==> config.mk <==
export PLATFORM = sky130hd
export DESIGN_NAME = instr_fetch_flat
export DESIGN_NICKNAME = d
export VERILOG_FILES = /design/src/rtl/instr_fetch_if.sv /design/src/rtl/instr_fetch.sv /design/src/flat_wrapper.sv
export SDC_FILE = /design/constraint.sdc
export NUM_CORES = 1
export LEC_CHECK = 0
export CORE_MARGIN = 1
export CORE_UTILIZATION = 40
export CTS_CLUSTER_DIAMETER = 80
export DETAILED_ROUTE_END_ITERATION = 10
export GPL_TIMING_DRIVEN = 1
export PLACE_DENSITY = 0.7
export SYNTH_ARGS = -nofsm -noshare
export SYNTH_HDL_FRONTEND = slang
export SYNTH_SLANG_ARGS = --single-unit
==> constraint.sdc <==
create_clock -name clk -period 4 [get_ports clk]
set_clock_uncertainty 0.2 [all_clocks]
set_input_delay 0.6 -clock clk [delete_from_list [all_inputs] [get_ports clk]]
set_output_delay 0.6 -clock clk [all_outputs]
set_load 0.02 [all_outputs]
==> src/rtl/instr_fetch_if.sv <==
// instr_fetch_if: instruction-memory read bus plus the decoder valid/ready handshake.
//   imem_req/imem_addr (fetch -> memory), imem_ack/imem_rdata (memory -> fetch),
//   instr/instr_pc/instr_valid (fetch -> decoder), instr_ready (decoder -> fetch).
interface instr_fetch_if #(parameter int ADDR_W = 8);
  logic              imem_req;
  logic [ADDR_W-1:0] imem_addr;
  logic              imem_ack;
  logic [15:0]       imem_rdata;
  logic [15:0]       instr;
  logic [ADDR_W-1:0] instr_pc;
  logic              instr_valid;
  logic              instr_ready;
  modport master (
    output imem_req, imem_addr, instr, instr_pc, instr_valid,
    input  imem_ack, imem_rdata, instr_ready
  );
  modport slave (
    input  imem_req, imem_addr, instr, instr_pc, instr_valid,
    output imem_ack, imem_rdata, instr_ready
  );
endinterface

==> src/rtl/instr_fetch.sv <==
// instr_fetch: PC + instruction-memory requester feeding a small FIFO toward the decoder.
//   clk/rst     : clock, asynchronous active-high reset
//   run         : allow new memory requests
//   redirect    : one-cycle pulse loading redirect_pc and flushing the FIFO
//   fifo_count  : FIFO occupancy
//   bus         : memory request/ack bus and decoder valid/ready handshake
module instr_fetch #(
  parameter int ADDR_W   = 8,
  parameter int DEPTH    = 4,
  parameter int RESET_PC = 0
) (
  input  logic                    clk,
  input  logic                    rst,
  input  logic                    run,
  input  logic                    redirect,
  input  logic [ADDR_W-1:0]       redirect_pc,
  output logic [$clog2(DEPTH):0]  fifo_count,
  instr_fetch_if.master           bus
);
  localparam int PW = $clog2(DEPTH);
  localparam int CW = PW + 1;
  localparam logic [ADDR_W-1:0] PC0 = ADDR_W'(RESET_PC);
  typedef enum logic [1:0] {IDLE, FETCH, DROP} state_t;
  state_t state_q, state_d;
  logic [ADDR_W-1:0] pc_q, pc_d, addr_q, addr_d;
  logic [PW-1:0] rd_q, rd_d, wr_q, wr_d;
  logic [CW-1:0] cnt_q, cnt_d, cnt_nx;
  logic [15:0] data_q [DEPTH];
  logic [ADDR_W-1:0] tag_q [DEPTH];
  logic push, pop, space, empty;
  assign empty = cnt_q == '0;
  assign push = state_q == FETCH && bus.imem_ack && !redirect;
  assign bus.instr_valid = !empty && !redirect;
  assign pop = bus.instr_valid && bus.instr_ready;
  assign cnt_nx = cnt_q + CW'(push) - CW'(pop);
  // A new request is only launched when its returning word is sure to have a slot.
  assign space = cnt_nx < CW'(DEPTH);
  assign bus.imem_req = state_q != IDLE;
  assign bus.imem_addr = addr_q;
  assign bus.instr = empty ? '0 : data_q[rd_q];
  assign bus.instr_pc = empty ? '0 : tag_q[rd_q];
  assign fifo_count = cnt_q;
  always_comb begin
    state_d = state_q;
    pc_d = pc_q;
    addr_d = addr_q;
    cnt_d = redirect ? '0 : cnt_nx;
    rd_d = redirect ? '0 : rd_q + PW'(pop);
    wr_d = redirect ? '0 : wr_q + PW'(push);
    if (redirect) begin
      // An unacked request must still complete on the bus; its data is dropped.
      pc_d = redirect_pc;
      state_d = (state_q != IDLE && !bus.imem_ack) ? DROP : run ? FETCH : IDLE;
      if (state_d != DROP) addr_d = redirect_pc;
    end else if (state_q == IDLE) begin
      if (run && space) state_d = FETCH;
    end else if (bus.imem_ack) begin
      if (state_q == FETCH) pc_d = pc_q + ADDR_W'(1);
      state_d = run && space ? FETCH : IDLE;
      addr_d = pc_d;
    end
  end
  always_ff @(posedge clk or posedge rst) begin
    if (rst) begin
      state_q <= IDLE;
      pc_q <= PC0;
      addr_q <= PC0;
      rd_q <= '0;
      wr_q <= '0;
      cnt_q <= '0;
    end else begin
      state_q <= state_d;
      pc_q <= pc_d;
      addr_q <= addr_d;
      rd_q <= rd_d;
      wr_q <= wr_d;
      cnt_q <= cnt_d;
    end
  end
  always_ff @(posedge clk) begin
    if (push) begin
      data_q[wr_q] <= bus.imem_rdata;
      tag_q[wr_q] <= addr_q;
    end
  end
endmodule
==> src/flat_wrapper.sv <==
// flat-port wrapper written by rule: the top's interface ports become plain ports
module instr_fetch_flat 
#(
  parameter int ADDR_W   = 8,
  parameter int DEPTH    = 4,
  parameter int RESET_PC = 0
)
  (clk, rst, run, redirect, redirect_pc, fifo_count, bus_imem_req, bus_imem_addr, bus_instr, bus_instr_pc, bus_instr_valid, bus_imem_ack, bus_imem_rdata, bus_instr_ready);
  instr_fetch_if #(.ADDR_W(ADDR_W)) bus_i ();
  input  logic clk;
  input  logic rst;
  input  logic run;
  input  logic redirect;
  input  logic [ADDR_W-1:0] redirect_pc;
  output logic [$clog2(DEPTH):0] fifo_count;
  output wire logic [$bits(bus_i.imem_req)-1:0] bus_imem_req;
  output wire logic [$bits(bus_i.imem_addr)-1:0] bus_imem_addr;
  output wire logic [$bits(bus_i.instr)-1:0] bus_instr;
  output wire logic [$bits(bus_i.instr_pc)-1:0] bus_instr_pc;
  output wire logic [$bits(bus_i.instr_valid)-1:0] bus_instr_valid;
  input wire logic [$bits(bus_i.imem_ack)-1:0] bus_imem_ack;
  input wire logic [$bits(bus_i.imem_rdata)-1:0] bus_imem_rdata;
  input wire logic [$bits(bus_i.instr_ready)-1:0] bus_instr_ready;
  assign bus_imem_req = bus_i.imem_req;
  assign bus_imem_addr = bus_i.imem_addr;
  assign bus_instr = bus_i.instr;
  assign bus_instr_pc = bus_i.instr_pc;
  assign bus_instr_valid = bus_i.instr_valid;
  assign bus_i.imem_ack = bus_imem_ack;
  assign bus_i.imem_rdata = bus_imem_rdata;
  assign bus_i.instr_ready = bus_instr_ready;
  instr_fetch #(.ADDR_W(ADDR_W), .DEPTH(DEPTH), .RESET_PC(RESET_PC)) u_core (.clk(clk), .rst(rst), .run(run), .redirect(redirect), .redirect_pc(redirect_pc), .fifo_count(fifo_count), .bus(bus_i));
endmodule
==> metrics.cfg <==
[synthesis]
synth_compound_area_frac = 0.0308
netlist_top_cells_count = edfxtp_1 (96), dfrtp_1 (25), mux4_1 (22)
synth_warnings = 0
ys_top_cells_by_area = edfxtp_1 (56%), dfrtp_1 (12%), mux4_1 (11%)
synth_flop_cell = edfxtp_1
synth_mux_area_frac = 0.142
synthesis.instances = 292
yosysSeqAreaShare = 0.681
netlist_area_um2 = 5150
synth_edf_count = 96
synth_top_family_by_area = multiplexers
syn_avg_cell_area_um2 = 17.7
synthSimpleGateAreaFrac = 0.0850
yosysUniqueCellTypes = 46
synth_adder_area_share = 0.0160
ys_ff_latch = 121
synth_top_area_frac = 0.559
synth.most_common_cell = edfxtp_1
synth_top_area_cell = edfxtp_1
synth-async-reset-ratio = 0.207
syn-num-nets = 328
synth-xor-area-share = 0.0170

[place]
port_buffers = 66
dpl.hpwl_um = 5660
routabilityCongestion = 0.847

[sta]
relSlewSlack = 0.334
fmax_mhz = 305
finalWorstPathRequiredPeriod_ns = 3.28
fin_crit_sh = 0.820
hold_viol_final = 0
setup-tns-final_ns = 0
tightest_slew_ns = 0.998
rsz0062_at_grt = false
setup_violations = 0
whs_ns = 0.354
finalMaxSlewViolations = 0

[layout]
drive_above_1_share = 0.146
syn2layout_area_growth_pct = 28.3
diodes = 0
fin_nets = 407
num-fill-cells = 1028

[power]
finalPower_w = 0.00447
clkPwrFrac = 0.341
p_per_area_nw_per_um2 = 676
p_leak_nw = 2.34
irDropWorstVdd_mv = 0.514
p_int_w = 0.00314
combPwrFrac = 0.286
seq_power_share = 0.373
power.share.switching = 0.298
p_sw_w = 0.00133

[floorplan]
die_w_um = 116
fp-row-count = 41
start_util = 0.410
dieArea_um2 = 13300
io_pins = 67
coreArea_um2 = 12600
dieHeight_um = 116

[global_routing]
grt_max_degree = 26
grt_overflow = 0
grt_use_total = 0.153
grt_pass1_vias = 2870
antenna_found_initial = 0
grt_pass1_wl_um = 14800

[routing]
routedWlPerCell_um = 16.6
vias = 2743
drc = 2
finalWirelength_um = 9250
ant_nets = 0
drt_iter0_drc = 92
drt-vias-per-instance = 4.93
drt_first_pass_iters = 7

[clocking]
postCtsSetupBuffers = 0
h-tree-depth = 4
cts_sinks = 121
path_clk_slew_ns = 0.06
cts_hold_buf = 0
post_cts_resized = 0
numCtsBuffers = 17
tritoncts = yes
clock_latency_ns = 0.40
cts_root_buf = clkbuf_16
cts_buffer_depth = 2

[run_status]
violations = design-rule violations
status = finished, violations left

[setup_path]
endpoint_kind = output port
r2r-start = u_core.state_q[0]$_DFFE_PP0P_
worst-path-max-fanout = 24
max_stage_delay_ns = 0.61
start_kind = register
cp_cell_sequence = buf_4 -> mux4_1 -> and2b_1 -> clkdlybuf4s50_1
cp_num_buf_inv = 2
crit_slowest_cell = mux4_1
cp-startpoint = u_core.rd_q[0]$_DFF_PP0_
path_class = reg -> out
arrival_ns = 2.48
cp_top_family = buffers and inverters
required_ns = 3.20

[worst_hold_path]
hold_path_class = reg -> reg
hp-start = u_core.bus.imem_addr[5]$_DFFE_PP0P_

[job]
max-cap-violations = 0

## power groups by stage
| stage | Combinational, W | Sequential, W | Clock [W] |
|---|---|---|---|
| 2_1_floorplan | 0.000727 | 0.00170 | 0 |
| 3_3_place_gp | 0.00129 | 0.00168 | 0 |
| 3_5_place_dp | 0.00130 | 0.00169 | 0 |
| 4_1_cts | 0.00130 | 0.00166 | 0.00154 |
| 5_1_grt | 0.00139 | 0.00169 | 0.00160 |
| 6_report | 0.00128 | 0.00167 | 0.00152 |
## cell usage in the layout (no fill, tap or decap), types with 4 or more instances in the layout
cell type,count
and2b_1,10
xnor2_1,8
nor2_1,16
buf_4,8
dfrtp_1,25
inv_1,9
edfxtp_1,96
mux4_1,22
o21ai_0,7
nor2b_1,17
clkinv_4,4
clkbuf_16,17
mux2_2,5
clkdlybuf4s50_1,66
nand2_1,8
ha_1,5
## layout make-up
cell class / instances / area [um2] / share of cell area
repair buffers: 74 / 721 / 0.109
flip-flops and latches: 121 / 3510 / 0.530
inverters: 9 / 33.8 / 0.00511
clock buffers: 18 / 429 / 0.0649
clock inverters: 14 / 173 / 0.0261
well taps: 172 / 215 / 0.0325
multi-input cells: 148 / 1540 / 0.232
## worst paths after layout
check	end	slack, ns	depth (start not counted)
worst max register to register	u_core.state_q[0]$_DFFE_PP0P_	1.37	9
worst min register to register	u_core.tag_q[0][5]$_DFFE_PP_	0.35	0
worst max-delay path	bus_instr_pc[1]	0.72	4
max in group asynchronous	u_core.pc_q[6]$_DFFE_PP0P_	2.45	2
worst min-delay path	u_core.tag_q[0][5]$_DFFE_PP_	0.35	0
min in group asynchronous	u_core.fifo_count[0]$_DFF_PP0_	0.53	2
## routing by layer
| layer | up-vias | track usage | routed length [um] |
|---|---|---|---|
| met4 | 0 | 0.0597 | 46 |
| met3 | 4 | 0.0382 | 412 |
| met1 | 1369 | 0.191 | 4120 |
| met5 | - | 0 | 0 |
| met2 | 73 | 0.256 | 4680 |
| li1 | 1297 | - | - |
## sequential cells by signal (all words and copies together), names as in the netlist
register / flops
u_core.bus.imem_addr: 8
u_core.rd_q: 2
u_core.wr_q: 2
u_core.state_q: 2
u_core.pc_q: 8
u_core.data_q: 64
u_core.fifo_count: 3
u_core.tag_q: 32
## metrics by stage
step           cell area (um2)  std cells   util  setup WS [ns]
2_1_floorplan             5170        292      -          0.976
3_3_place_gp              6010        524  0.479          0.890
3_5_place_dp              6010        524  0.479          0.791
4_1_cts                   6620        556  0.526          0.667
5_1_grt                   6620        556  0.526          0.591
6_report                  6620        556  0.526          0.719
## cell families after synthesis
| kind of cell | after synthesis |
|---|---|
| AO/OA/AOI/OAI | 24 |
| XOR/XNOR | 10 |
| adder cells (fa/ha/maj) | 6 |
| buffers and inverters | 23 |
| flip-flops | 121 |
| multiplexers | 34 |
| AND/OR/NAND/NOR | 74 |
No activity file was read; power rests on OpenSTA's default activity.
